**src/rtl/alu_pkg.sv**
```systemverilog
// Shared ALU definitions: control codes, legality check and the sharing FSM state type.
package alu_pkg;

  localparam int unsigned CTRL_W = 4;

  localparam logic [CTRL_W-1:0] ALU_AND = 4'b0000;
  localparam logic [CTRL_W-1:0] ALU_OR  = 4'b0001;
  localparam logic [CTRL_W-1:0] ALU_ADD = 4'b0010;
  localparam logic [CTRL_W-1:0] ALU_SGE = 4'b0101;
  localparam logic [CTRL_W-1:0] ALU_SUB = 4'b0110;
  localparam logic [CTRL_W-1:0] ALU_SLT = 4'b0111;
  localparam logic [CTRL_W-1:0] ALU_NOR = 4'b1100;

  typedef enum logic [1:0] {
    IDLE = 2'd0,
    EXEC = 2'd1,
    RESP = 2'd2
  } state_e;

  function automatic logic alu_ctrl_legal(input logic [CTRL_W-1:0] code);
    logic ok;
    case (code)
      ALU_AND, ALU_OR, ALU_ADD, ALU_SGE,
      ALU_SUB, ALU_SLT, ALU_NOR: ok = 1'b1;
      default:                   ok = 1'b0;
    endcase
    return ok;
  endfunction

endpackage

```
**src/rtl/rr_arb2.sv**
```systemverilog
// Two-way round-robin arbiter; the requester not granted last wins a contention.
module rr_arb2 (
  input  logic       clk,
  input  logic       rst,
  input  logic [1:0] req,
  input  logic       advance,
  output logic [1:0] grant
);

  logic last_grant_q;

  always_comb begin
    grant = 2'b00;
    case (req)
      2'b01:   grant = 2'b01;
      2'b10:   grant = 2'b10;
      2'b11:   grant = last_grant_q ? 2'b01 : 2'b10;
      default: grant = 2'b00;
    endcase
  end

  // Pointer moves only when the grant is actually taken by a handshake.
  always_ff @(posedge clk or posedge rst) begin
    if (rst) begin
      last_grant_q <= 1'b1;
    end else if (advance && (grant != 2'b00)) begin
      last_grant_q <= grant[1];
    end
  end

endmodule

```
**src/rtl/alu_share_ctrl.sv**
```systemverilog
// Shares one combinational ALU between execute (req 0) and branch-compare (req 1),
// with a registered response buffer held until the owner accepts it.
module alu_share_ctrl
  import alu_pkg::*;
#(
  parameter int unsigned DATA_WIDTH = 32,
  parameter int unsigned CTRL_BITS  = CTRL_W
) (
  input  logic                  clk,
  input  logic                  rst,
  input  logic [1:0]            req_valid,
  output logic [1:0]            req_ready,
  input  logic [DATA_WIDTH-1:0] req_a0,
  input  logic [DATA_WIDTH-1:0] req_b0,
  input  logic [DATA_WIDTH-1:0] req_a1,
  input  logic [DATA_WIDTH-1:0] req_b1,
  input  logic [CTRL_BITS-1:0]  req_ctrl0,
  input  logic [CTRL_BITS-1:0]  req_ctrl1,
  output logic [DATA_WIDTH-1:0] alu_a,
  output logic [DATA_WIDTH-1:0] alu_b,
  output logic [CTRL_BITS-1:0]  alu_ctrl,
  input  logic [DATA_WIDTH-1:0] alu_c,
  input  logic                  alu_zero,
  input  logic                  alu_over,
  input  logic                  alu_cout,
  output logic                  resp_valid,
  input  logic                  resp_ready,
  output logic                  resp_id,
  output logic [DATA_WIDTH-1:0] resp_c,
  output logic                  resp_zero,
  output logic                  resp_over,
  output logic                  resp_cout,
  output logic                  resp_illegal,
  output logic                  busy
);

  state_e state_q, state_d;

  logic [1:0]            grant;
  logic                  hs;
  logic [DATA_WIDTH-1:0] a_q, b_q;
  logic [CTRL_BITS-1:0]  ctrl_q;
  logic                  id_q;
  logic                  ctrl_ok;

  logic                  resp_valid_q, resp_id_q, busy_q;
  logic [DATA_WIDTH-1:0] resp_c_q;
  logic                  resp_zero_q, resp_over_q, resp_cout_q, resp_illegal_q;

  rr_arb2 u_arb (
    .clk     (clk),
    .rst     (rst),
    .req     (req_valid),
    .advance (hs),
    .grant   (grant)
  );

  assign req_ready = (state_q == IDLE) ? grant : 2'b00;
  assign hs        = |(req_valid & req_ready);

  always_comb begin
    state_d = state_q;
    case (state_q)
      IDLE:    if (hs) state_d = EXEC;
      EXEC:    state_d = RESP;
      RESP:    if (resp_ready) state_d = IDLE;
      default: state_d = IDLE;
    endcase
  end

  always_ff @(posedge clk or posedge rst) begin
    if (rst) begin
      state_q <= IDLE;
    end else begin
      state_q <= state_d;
    end
  end

  always_ff @(posedge clk or posedge rst) begin
    if (rst) begin
      a_q    <= '0;
      b_q    <= '0;
      ctrl_q <= '0;
      id_q   <= 1'b0;
    end else if (hs) begin
      a_q    <= grant[1] ? req_a1    : req_a0;
      b_q    <= grant[1] ? req_b1    : req_b0;
      ctrl_q <= grant[1] ? req_ctrl1 : req_ctrl0;
      id_q   <= grant[1];
    end
  end

  // An illegal latched code is never presented to the ALU, in any state.
  assign ctrl_ok  = alu_ctrl_legal(ctrl_q);
  assign alu_a    = a_q;
  assign alu_b    = b_q;
  assign alu_ctrl = ctrl_ok ? ctrl_q : '0;

  always_ff @(posedge clk or posedge rst) begin
    if (rst) begin
      resp_c_q       <= '0;
      resp_zero_q    <= 1'b0;
      resp_over_q    <= 1'b0;
      resp_cout_q    <= 1'b0;
      resp_illegal_q <= 1'b0;
      resp_id_q      <= 1'b0;
    end else if (state_q == EXEC) begin
      resp_c_q       <= ctrl_ok ? alu_c : '0;
      resp_zero_q    <= ctrl_ok ? alu_zero : 1'b1;
      resp_over_q    <= ctrl_ok & alu_over;
      resp_cout_q    <= ctrl_ok & alu_cout;
      resp_illegal_q <= ~ctrl_ok;
      resp_id_q      <= id_q;
    end
  end

  always_ff @(posedge clk or posedge rst) begin
    if (rst) begin
      resp_valid_q <= 1'b0;
      busy_q       <= 1'b0;
    end else begin
      resp_valid_q <= (state_d == RESP);
      busy_q       <= (state_d != IDLE);
    end
  end

  assign resp_valid   = resp_valid_q;
  assign resp_id      = resp_id_q;
  assign resp_c       = resp_c_q;
  assign resp_zero    = resp_zero_q;
  assign resp_over    = resp_over_q;
  assign resp_cout    = resp_cout_q;
  assign resp_illegal = resp_illegal_q;
  assign busy         = busy_q;

endmodule

```
**config.mk**
```make
export PLATFORM = sky130hd
export DESIGN_NAME = alu_share_ctrl
export DESIGN_NICKNAME = d
export VERILOG_FILES = /design/src/rtl/alu_pkg.sv /design/src/rtl/rr_arb2.sv /design/src/rtl/alu_share_ctrl.sv
export SDC_FILE = /design/constraint.sdc
export NUM_CORES = 1
export LEC_CHECK = 0
export ABC_AREA = 1
export CAP_MARGIN = 5
export CORE_MARGIN = 2
export CORE_UTILIZATION = 38
export DETAILED_ROUTE_END_ITERATION = 7
export PLACE_DENSITY = 0.8
export SYNTH_ARGS = -nofsm -noshare
export SYNTH_HDL_FRONTEND = slang
export SYNTH_SLANG_ARGS = --single-unit
```
**constraint.sdc**
```tcl
create_clock -name clk -period 4.4 [get_ports clk]
set_clock_uncertainty 0.05 [all_clocks]
set_input_delay 0.44 -clock clk [delete_from_list [all_inputs] [get_ports clk]]
set_output_delay 0.44 -clock clk [all_outputs]
set_load 0.01 [all_outputs]
```
### Word level (Yosys, flattened, before mapping)

Cells that the tools add are included.

* bits in registers: 111
* logic and storage cells: 50
* input bits: 176

* equality and inequality tests: 12
* reduce and logical (&&, ||, !) cells: 7
* bitwise operators: 4
* mux-type cells: 13

Operator list (count)
* $mux W32: 3
* $eq A4 B3 Y1 const B: 3
* $pmux W2 S3: 2
* $eq A2 B2 Y1 const B: 4
* $mux W2: 4
* $mux W4: 2
* $reduce_or A7 Y1: 1
* $eq A2 B1 Y1 const B: 2
* $eq A4 B1 Y1 const B: 1
* $eq A4 B2 Y1 const B: 1
* $eq A4 B4 Y1 const B: 1
* $logic_not A4 Y1: 1
* $reduce_bool A2 Y1: 2
* $and A1 B1 Y1: 2
* $and A2 B2 Y2: 1
* $logic_not A2 Y1: 1
* $mux W1: 2
* $reduce_or A2 Y1: 1
* $logic_and A1 B1 Y1: 1
* $not A1 Y1: 1

### Depth between registers and ports, before layout

Gate-level depths: netlist of the first run.

* word-level depth: 8
* depth in mapped cells: 7
* gate-level depth less buffers: 7

### Cells and area by module

Synthesis of the first run repeated with hierarchy kept, for this count alone.

* cells, all modules: 716
* area, all modules: 5247.5 µm²

By module, submodules not included
* alu_share_ctrl: area each 5182.5 µm², instances 1, cells an instance 707
* rr_arb2: area each 65.1 µm², instances 1, cells an instance 9

### Worst setup path after synthesis of the first run

OpenSTA, ideal clock, no wires.

* path type: register to output
* start: register ctrl_q[0]
* end: output alu_ctrl[2]
* arrival: 1.173 ns
* buffers on the path: 1
* path slack: 2.737 ns
* stages on the path, launching flop included: 7
* cell sequence: dfrtp_1 nor2_1 nand3_1 nand2_2 nand2_1 clkbuf_2 nor2_1

* cells in the longest elaborated chain, start to end: 4

Ends and longest elaborated chain
* start: declaration: line alu_share_ctrl.sv:42 `logic [CTRL_BITS-1:0] ctrl_q;`
* start signal: assignment: line alu_share_ctrl.sv:88 `ctrl_q <= grant[1] ? req_ctrl1 : req_ctrl0;`
* $eq A4 B1 Y1 (tied with other cells): line alu_pkg.sv:22 `case (code)`
* $reduce_or A7 Y1 (*): line alu_pkg.sv:22
* $mux W1 (*): line alu_pkg.sv:22
* $mux W4 (*): line alu_share_ctrl.sv:97 `assign alu_ctrl = ctrl_ok ? ctrl_q : '0;`
* end: declaration: line alu_share_ctrl.sv:21 `output logic [CTRL_BITS-1:0] alu_ctrl,`

Every way passes the cells marked *; elsewhere a longest branch is shown, timed or not.

### Worst setup path in the final report of the first run

* start: register ctrl_q[2]
* end: output alu_ctrl[2]

* cells in the longest elaborated chain, start to end: 4

Ends and longest elaborated chain (line)
* $eq A4 B1 Y1 (tied with other cells): alu_pkg.sv:22
* $reduce_or A7 Y1: alu_pkg.sv:22
* $mux W1: alu_pkg.sv:22
* $mux W4 (*): alu_share_ctrl.sv:97

Marked as above.

==> flow_summary.toml, run 1 <==
[placement]
hpwl_um = 11400
post_dp_cell_area_um2 = 7830
numPortBuffers = 284
place.gp.congestion = 0.819

[power]
leakagePower_nw = 3.43
power_density_nw_per_um2 = 621
vdd_ir_drop_max_mv = 0.331

[hold_path]
hp-class = "reg2reg"
whs_path_depth = 2
hp-start = "resp_c[6]$_DFFE_PP0N_"
min_to = "resp_c[6]$_DFFE_PP0N_"

[timing]
hold_viol = 0
worst_pin_slew_ns = 1.14
timing.setup.tns_ns = 0
relSlewSlack_pct = 23.9
timing.fmax_ghz = 0.316
timing.final.crit_period_ns = 3.16
setup_viol = 0
fin_crit_sh_pct = 71.8
maxSlewViolCount = 0
rsz0062_at_grt = "false"

[setup_path]
worst_r2r_endpoint = "alu_a[2]$_DFFE_PP0P_"
cp_cell_sequence = "inv_1, nand3_1, nand2_1, nor2_1, clkdlybuf4s50_1"
crit_family = "simple AND/OR/NAND/NOR gates"
r2r_setup_slack_ns = 2.19
end_kind = "output port"
crit_path_top_delay_cell = "clkdlybuf4s50_1"
crit_buf_inv = 2
worst-setup-path-type = "reg2out"
worstRegToRegCells = 5
critPathRequiredTime_ns = 3.91
r2r-start = "state_q[1]$_DFF_PP0_"
cpPeakStageDelay_ns = 0.59
critPathArrivalTime_ns = 2.67
worst_setup_path_start_kind = "flip-flop"
path_max_fanout = 24

[global_routing]
first_global_vias = 5165
grt_max_degree = 102
grt.total_usage_pct = 23.1
antenna_found_initial = 0
overflow = 0
grt_pass1_wl_um = 25900

[die]
io_pins = 285
die_width_um = 118
dieHeight_um = 118
dieArea_um2 = 14000
core_area_um2 = 12700
start_util_pct = 39.1
rows = 41

[run]
cap_violations = 0

[synthesis]
syn-cell-area_um2 = 4950
syn_avg_cell_area_um2 = 8.54
synth_seq_cells = 111
synth_top_area_cell = "dfrtp_1"
yosysWarningCount = 0
synth_fp_nets = 756
yosys-top-cells-area = "dfrtp_1, nand2_1, a31oi_1, nand3_1, nor2_1"
netlist.area_leader.share_pct = 55.6
synth.distinct_cells = 21
yosysSeqAreaShare_pct = 56.1
netlist_instances = 580

[finish]
fin_nets = 1009
finish.utilization_pct = 64.2
layout-drive-gt1-share_pct = 3.34
syn_to_final_growth_pct = 64.1
design_area_um2 = 8130
diodes = 0

[route]
drc = 0
wire_per_inst_um = 15.8
num_vias = 5204
drt_wl_total_um = 15900
viasPerCell = 5.15
postRouteAntennaNets = 0
drt_iter0_markers = 286
dr.pass1.iters = 5

[clocking]
cts_buffer_depth = 2
cts_resized = 0
clkLatencyLatePin_ns = 0.35
cts.sinks = 111
cts_root_buf = "clkbuf_16"
cts_buffers = 9
clk_pin_slew_worst_paths_ns = 0.07
postCtsHoldBufs = 0
ctsHtreeMaxLevel = 3
post_cts_buffers = 0
cts_tree = "done"

[outcome]
status = "finished, final reports clean"
-- report_power, final --
part / switching (W) / leakage (nW) / internal, W / total [W]
Clock: 0.000364 / 0.147 / 0.000475 / 0.000839
Combinational: 0.00127 / 1.96 / 0.00122 / 0.00249
Sequential: 0.000250 / 1.32 / 0.00148 / 0.00173
Total: 0.00188 / 3.43 / 0.00317 / 0.00505
-- worst max-delay path by stage --
stage | start | endpoint | slack [ns] | depth (start not counted)
after global routing | ctrl_q[2]$_DFFE_PP0P_ | alu_ctrl[2] | 1.04 | 5
after floorplan | rst | alu_a[0]$_DFFE_PP0P_ | 0.98 | 1
final | ctrl_q[2]$_DFFE_PP0P_ | alu_ctrl[2] | 1.24 | 5
after CTS | ctrl_q[0]$_DFFE_PP0P_ | alu_ctrl[2] | 1.26 | 6
after detailed placement | ctrl_q[0]$_DFFE_PP0P_ | alu_ctrl[2] | 1.66 | 6
after global placement | ctrl_q[0]$_DFFE_PP0P_ | alu_ctrl[2] | 1.82 | 6
-- synthesized netlist by cell type --
cell type / count
a211oi_1: 1
a31oi_1: 69
buf_1: 1
buf_2: 21
buf_4: 2
buf_6: 4
clkbuf_1: 20
clkbuf_2: 1
dfrtp_1: 110
dfstp_2: 1
inv_1: 14
nand2_1: 145
nand2_2: 3
nand3_1: 74
nand3b_1: 1
nand4_1: 11
nor2_1: 74
nor2_4: 1
o21ai_0: 16
o21ai_1: 10
or2_1: 1
-- kinds of logic (layout without fill, tap and decap cells) --
group,count (synthesis),after routing,synth area share (%)
AND/OR/NAND/NOR,310,310,26.3
AO/OA/AOI/OAI,96,96,11.5
buffers and inverters,63,321,6.09
flip-flops,111,111,56.1
-- flip-flops by register name (all words and copies together), names as in the netlist --
signal / count
alu_a: 32
alu_b: 32
busy: 1
ctrl_q: 4
id_q: 1
resp_c: 32
resp_cout: 1
resp_id: 1
resp_illegal: 1
resp_over: 1
resp_valid: 1
resp_zero: 1
state_q: 2
u_arb.last_grant_q: 1
-- worst reg2reg max path, cell delays in order, from the launching register on --
cell	delay, ns
dfrtp_1	0.41
or2_1	0.30
nor2_4	0.65
buf_12	0.41
nor2_1	0.15
a31oi_1	0.17
-- placed cells by master (no fill, tap or decap) --
master,synthesis,routed
dfstp_2,1,1
a211oi_1,1,1
clkbuf_8,0,2
clkbuf_1,20,3
o21ai_0,16,16
inv_4,0,1
nand3b_1,1,1
buf_2,21,1
nand2_2,3,3
clkinv_4,0,1
clkbuf_16,0,9
inv_1,14,13
nand4_1,11,11
clkdlybuf4s50_1,0,283
buf_12,0,1
buf_4,2,6
nand2_1,145,145
a31oi_1,69,69
nor2_4,1,1
nor2_1,74,73
nand3_1,74,74
nor2_2,0,1
o21ai_1,10,10
dfrtp_1,110,110
or2_1,1,1
bufinv_16,0,1
-- metal layers --
metal  vias up  track usage [%]  wire length [µm]
met3        46             6.03              1370
met5         -                0                 0
li1       2465                -                 -
met4         0             10.4               591
met1      2440             27.3              6230
met2       253             39.3              7740
-- stage by stage --
| stage | power [W] | worst slack [ns] | hold slack [ns] | instances |
|---|---|---|---|---|
| global route | 0.00540 | 1.04 | 0.467 | 1010 |
| CTS | 0.00510 | 1.26 | 0.435 | 1010 |
| detailed placement | 0.00424 | 1.66 | 0.416 | 994 |
| floorplan | 0.00298 | 0.981 | 0.437 | 580 |
| global placement | 0.00415 | 1.82 | 0.416 | 994 |
| finish | 0.00505 | 1.24 | 0.434 | 1010 |
-- layout make-up --
class	count	area [µm²]
repair buffers	291	2900
fillers	1062	4540
clock buffers	14	264
well taps	172	215
inverters	14	55.1
clock inverters	2	38.8
multi-input cells	406	1880
flip-flops and latches	111	2780
Power figures use the tool's default switching activity.
==> run 2: changes to the inputs <==
==> constraint.sdc (replaced) <==
create_clock -name clk -period 3.25 [get_ports clk]
set_clock_uncertainty 0.05 [all_clocks]
set_input_delay 0.325 -clock clk [delete_from_list [all_inputs] [get_ports clk]]
set_output_delay 0.325 -clock clk [all_outputs]
set_load 0.01 [all_outputs]
==> run 2 against run 1 <==
Sequential share of layout area shrank 0.12 points. Utilization grew 0.23 points. Sequential power grew 35%. Via count shrank 1.0%. First-iteration DRC count grew 29%. Critical path depth grew 2. Combinational power grew 37%. Highest routed layer unchanged. Routed wire length grew 1.0%. Global-route usage grew 0.20 points. Critical path type unchanged. Clock power grew 29%. Clock-buffer cell count shrank 1. Largest cell class unchanged. Register-to-register slack lost 0.73 ns.
==> flow_summary.toml, run 2 (synthesized netlist as in run 1, its figures left out) <==
[setup_path]
r2r-start = "u_arb.last_grant_q$_DFFE_PP1P_"
cpPeakStageDelay_ns = 0.55
critPathRequiredTime_ns = 2.87
worst_r2r_endpoint = "alu_b[20]$_DFFE_PP0P_"
worst_setup_path_start_kind = "flip-flop"
cp_cell_sequence = "nor2_1, nand3_1, nand2_2, nand2_1, buf_4, nor2_1, clkdlybuf4s50_1"
critPathArrivalTime_ns = 2.24
worst-setup-path-type = "reg2out"
crit_family = "buffers and inverters"
crit_buf_inv = 2
crit_path_top_delay_cell = "clkdlybuf4s50_1"
r2r_setup_slack_ns = 1.46
path_common_cell = "nor2_1"
worstRegToRegCells = 5
path_max_fanout = 24
end_kind = "output port"

[route]
viasPerCell = 5.08
num_vias = 5150
drc = 0
dr.pass1.iters = 4
drt_iter0_markers = 370
wire_per_inst_um = 15.9
postRouteAntennaNets = 0
drt_wl_total_um = 16100

[finish]
layout-drive-gt1-share_pct = 4.04
design_area_um2 = 8160
syn_to_final_growth_pct = 64.7
diodes = 0
layout_common_cells = "clkdlybuf4s50_1, nand2_1, dfrtp_1"
fin_nets = 1012
layout.cells.most_common = "clkdlybuf4s50_1"
fillers = 1061

[placement]
post_dp_cell_area_um2 = 7870
place.gp.congestion = 0.823
numPortBuffers = 284
hpwl_um = 11600

[timing]
worst_pin_slew_ns = 0.812
fin_crit_sh_pct = 80.5
relSlewSlack_pct = 45.8
rsz0062_at_grt = "false"
timing.final.crit_period_ns = 2.62
hold_viol = 0
setup_viol = 0
maxSlewViolCount = 0
timing.setup.tns_ns = 0
timing.fmax_ghz = 0.382

[die]
start_util_pct = 39.1
die_width_um = 118
dieHeight_um = 118
core_area_um2 = 12700
io_pins = 285
rows = 41
dieArea_um2 = 14000

[clocking]
ctsHtreeMaxLevel = 3
cts_tree = "done"
postCtsHoldBufs = 0
cts_buffer_depth = 2
clk_pin_slew_worst_paths_ns = 0.06
clkLatencyLatePin_ns = 0.35
cts_resized = 0
cts_buffers = 9
cts_root_buf = "clkbuf_16"
post_cts_buffers = 0
cts.sinks = 111

[power]
vdd_ir_drop_max_mv = 0.432
finalPower_w = 0.00682
power_density_nw_per_um2 = 836
leakagePower_nw = 3.45

[global_routing]
overflow = 0
antenna_found_initial = 0
grt_pass1_wl_um = 26000
grt_max_degree = 106
first_global_vias = 5230
grt.total_usage_pct = 23.3

[outcome]
status = "finished, final reports clean"

[run]
cap_violations = 0

[hold_path]
hp-class = "in2async"
## run 2: cell count changes in the layout (fill, tap and decap cells not counted)
| cell | before | now |
|---|---|---|
| bufinv_16 | 1 | 0 |
| buf_4 | 6 | 8 |
| clkinv_2 | 0 | 3 |
| clkbuf_8 | 2 | 4 |
| clkinv_4 | 1 | 0 |
| clkinvlp_4 | 0 | 1 |
| buf_12 | 1 | 2 |
| clkbuf_1 | 3 | 0 |
| inv_4 | 1 | 0 |
## run 2: per-stage QoR
| step | hold slack, ns | setup slack [ns] | util [%] | std cells |
|---|---|---|---|---|
| 6_report | 0.420 | 0.635 | 64.4 | 1013 |
| 4_1_cts | 0.433 | 0.636 | 64.4 | 1013 |
| 2_1_floorplan | 0.420 | 1.53 | - | 580 |
| 3_3_place_gp | 0.418 | 1.07 | 62.1 | 997 |
| 5_1_grt | 0.463 | 0.514 | 64.4 | 1013 |
| 3_5_place_dp | 0.416 | 1.02 | 62.1 | 997 |
## run 2: layout make-up
class                           instances  area, µm²  area share (%)
Timing Repair Buffer                  294       2940            36.0
Sequential cell                       111       2780            34.1
Tap cell                              172        215            2.64
Clock inverter                          3       15.0           0.184
Inverter                               14       56.3           0.690
Clock buffer                           13        280            3.43
Multi-Input combinational cell        406       1880            23.0
## run 2: how the worst max path moves through the flow
stage                            to  slack (ns)                   from  cells past startpoint
6_report                alu_ctrl[2]        0.63  ctrl_q[0]$_DFFE_PP0P_                      7
5_1_grt                 alu_ctrl[2]        0.51  ctrl_q[2]$_DFFE_PP0P_                      6
4_1_cts                 alu_ctrl[2]        0.64  ctrl_q[0]$_DFFE_PP0P_                      7
3_5_place_dp            alu_ctrl[2]        1.02  ctrl_q[0]$_DFFE_PP0P_                      7
3_3_place_gp            alu_ctrl[2]        1.07  ctrl_q[0]$_DFFE_PP0P_                      7
2_1_floorplan  alu_a[0]$_DFFE_PP0P_        1.53                    rst                      1
## run 2: worst reg2reg max path: cells and delay by family, from the launching register on
kind	cells	cell delay (ns)
compound gates	1	0.23
buf+inv	1	0.54
flops	1	0.54
simple gates	3	0.35
## run 2: routing by layer
| layer | vias to the layer above | track usage, % | routed length, µm |
|---|---|---|---|
| met3 | 23 | 7.19 | 1470 |
| met4 | 0 | 9.04 | 348 |
| li1 | 2469 | - | - |
| met1 | 2420 | 26.4 | 6150 |
| met2 | 238 | 40.8 | 8120 |
| met5 | - | 0 | 0 |
## run 2: report_power, final
group	switching [W]	internal [W]	total (W)
logic	0.00173	0.00167	0.00340
registers	0.000339	0.00200	0.00234
clock network	0.000484	0.000600	0.00108
total	0.00255	0.00427	0.00682
==> run 3: changes to the inputs <==
==> constraint.sdc (replaced) <==
create_clock -name clk -period 2.6 [get_ports clk]
set_clock_uncertainty 0.05 [all_clocks]
set_input_delay 0.26 -clock clk [delete_from_list [all_inputs] [get_ports clk]]
set_output_delay 0.26 -clock clk [all_outputs]
set_load 0.01 [all_outputs]
==> run 3 against run 2 <==
First-iteration DRC count down 26%. Highest routed layer unchanged. Clock power up 34%. Critical path depth down 1. Hold slack worse by 0.048 ns. Non-clock buffer count unchanged. Global-route usage down 0.88 points. Largest power group unchanged. Clock-buffer cell count down 1.
==> flow_summary.toml, run 3 (synthesized netlist as in run 1, its figures left out) <==
[die]
core_area_um2 = 12700
dieHeight_um = 118
rows = 41
start_util_pct = 39.1
io_pins = 285
dieArea_um2 = 14000
die_width_um = 118

[power]
switching_share_pct = 36.9
power_density_nw_per_um2 = 1050
p_clk_share_pct = 16.9
p_int_w = 0.00544
vdd_ir_drop_max_mv = 0.468
leakagePower_nw = 3.45
combPwrFrac_pct = 49.3
power_frac_seq_pct = 33.9
p_switching_w = 0.00317

[setup_path]
end_kind = "output port"
cp_cell_sequence = "nor2_1, nand3_1, nand2_2, nand2_1, nor2_1, clkdlybuf4s50_1"
critPathRequiredTime_ns = 2.29
cpPeakStageDelay_ns = 0.54
crit_path_top_delay_cell = "clkdlybuf4s50_1"
path_common_cell = "nor2_1"
path_max_fanout = 16
worst-setup-path-type = "reg2out"
critPathArrivalTime_ns = 2.07
worst_setup_path_start_kind = "flip-flop"

[finish]
layout_common_cells = "clkdlybuf4s50_1, nand2_1, dfrtp_1"
layout.cells.most_common = "clkdlybuf4s50_1"
diodes = 0
seqCellArea_um2 = 2780
fillers = 1045
fin_nets = 1012
syn_to_final_growth_pct = 64.9
multi_input_comb_area_um2 = 1880
layout-drive-gt1-share_pct = 3.69

[global_routing]
overflow = 0
grt_max_degree = 112
grt_pass1_wl_um = 25100
antenna_found_initial = 0
first_global_vias = 5103
grt.total_usage_pct = 22.4

[placement]
place.gp.congestion = 0.829
hpwl_um = 11200
numPortBuffers = 284

[clocking]
clkLatencyLatePin_ns = 0.34
cts_resized = 0
postCtsHoldBufs = 0
cts_buffers = 9
cts.sinks = 111
post_cts_buffers = 0
ctsHtreeMaxLevel = 3
cts_buffer_depth = 2
clk_pin_slew_worst_paths_ns = 0.07
cts_tree = "done"
cts_root_buf = "clkbuf_16"

[route]
drc = 0
viasPerCell = 5.07
dr.pass1.iters = 5
drt_iter0_markers = 274
wire_per_inst_um = 15.5
drt_wl_total_um = 15700
postRouteAntennaNets = 0
num_vias = 5134

[timing]
timing.setup.tns_ns = 0
timing.fmax_ghz = 0.421
maxSlewViolCount = 0
whs_ns = 0.372
setup_viol = 0
timing.final.crit_period_ns = 2.38
hold_viol = 0
worst_pin_slew_ns = 0.721
fin_crit_sh_pct = 91.4
rsz0062_at_grt = "false"
relSlewSlack_pct = 51.9

[outcome]
status = "finished, final reports clean"

[run]
cap_violations = 0

[hold_path]
hp-class = "in2async"
[run 3: per-layer routing]
layer	track usage [%]	vias to the layer above	wire length, µm
li1	-	2466	-
met2	37.9	228	7740
met3	7.43	39	1450
met1	25.7	2401	6010
met4	10.1	0	528
met5	0	-	0
[run 3: path summary, 6_finish.rpt]
path / from / slack [ns] / cells past startpoint / end
max in group asynchronous: rst / 1.68 / 3 / resp_c[11]$_DFFE_PP0N_
min in group clk: req_valid[1] / 0.39 / 3 / alu_a[17]$_DFFE_PP0P_
worst min register to register: resp_c[1]$_DFFE_PP0N_ / 0.43 / 2 / resp_c[1]$_DFFE_PP0N_
worst min-delay path: rst / 0.37 / 3 / alu_b[31]$_DFFE_PP0P_
worst max-delay path: ctrl_q[0]$_DFFE_PP0P_ / 0.22 / 6 / alu_ctrl[2]
worst max register to register: u_arb.last_grant_q$_DFFE_PP1P_ / 0.86 / 5 / alu_b[4]$_DFFE_PP0P_
[run 3: power groups by stage]
stage	logic (W)	clock network, W	registers [W]
floorplan	0.00183	0	0.00322
global placement	0.00418	0	0.00290
detailed placement	0.00428	0	0.00295
CTS	0.00430	0.00148	0.00292
global route	0.00464	0.00156	0.00300
finish	0.00424	0.00145	0.00292
[run 3: critical path, delay by kind of cell, from the launching register on]
family | cells | cell delay (ns)
buf+inv | 1 | 0.54
flops | 1 | 0.41
simple gates | 5 | 0.77
[run 3: cell type report]
cell class              count  area share [%]
clock buffers              12            2.89
clock inverters             4           0.857
inverters                  14           0.689
multi-input cells         406            23.0
flip-flops and latches    111            34.0
well taps                 172            2.63
repair buffers            294            36.0
[run 3: per-stage QoR]
step / power (W) / area [µm²] / util, % / std cells / setup slack, ns
2_1_floorplan: 0.00505 / 4960 / - / 580 / 0.947
3_3_place_gp: 0.00708 / 7870 / 62.1 / 997 / 0.623
3_5_place_dp: 0.00722 / 7870 / 62.1 / 997 / 0.562
4_1_cts: 0.00870 / 8170 / 64.5 / 1013 / 0.209
5_1_grt: 0.00921 / 8170 / 64.5 / 1013 / 0.0661
6_report: 0.00861 / 8170 / 64.5 / 1013 / 0.224
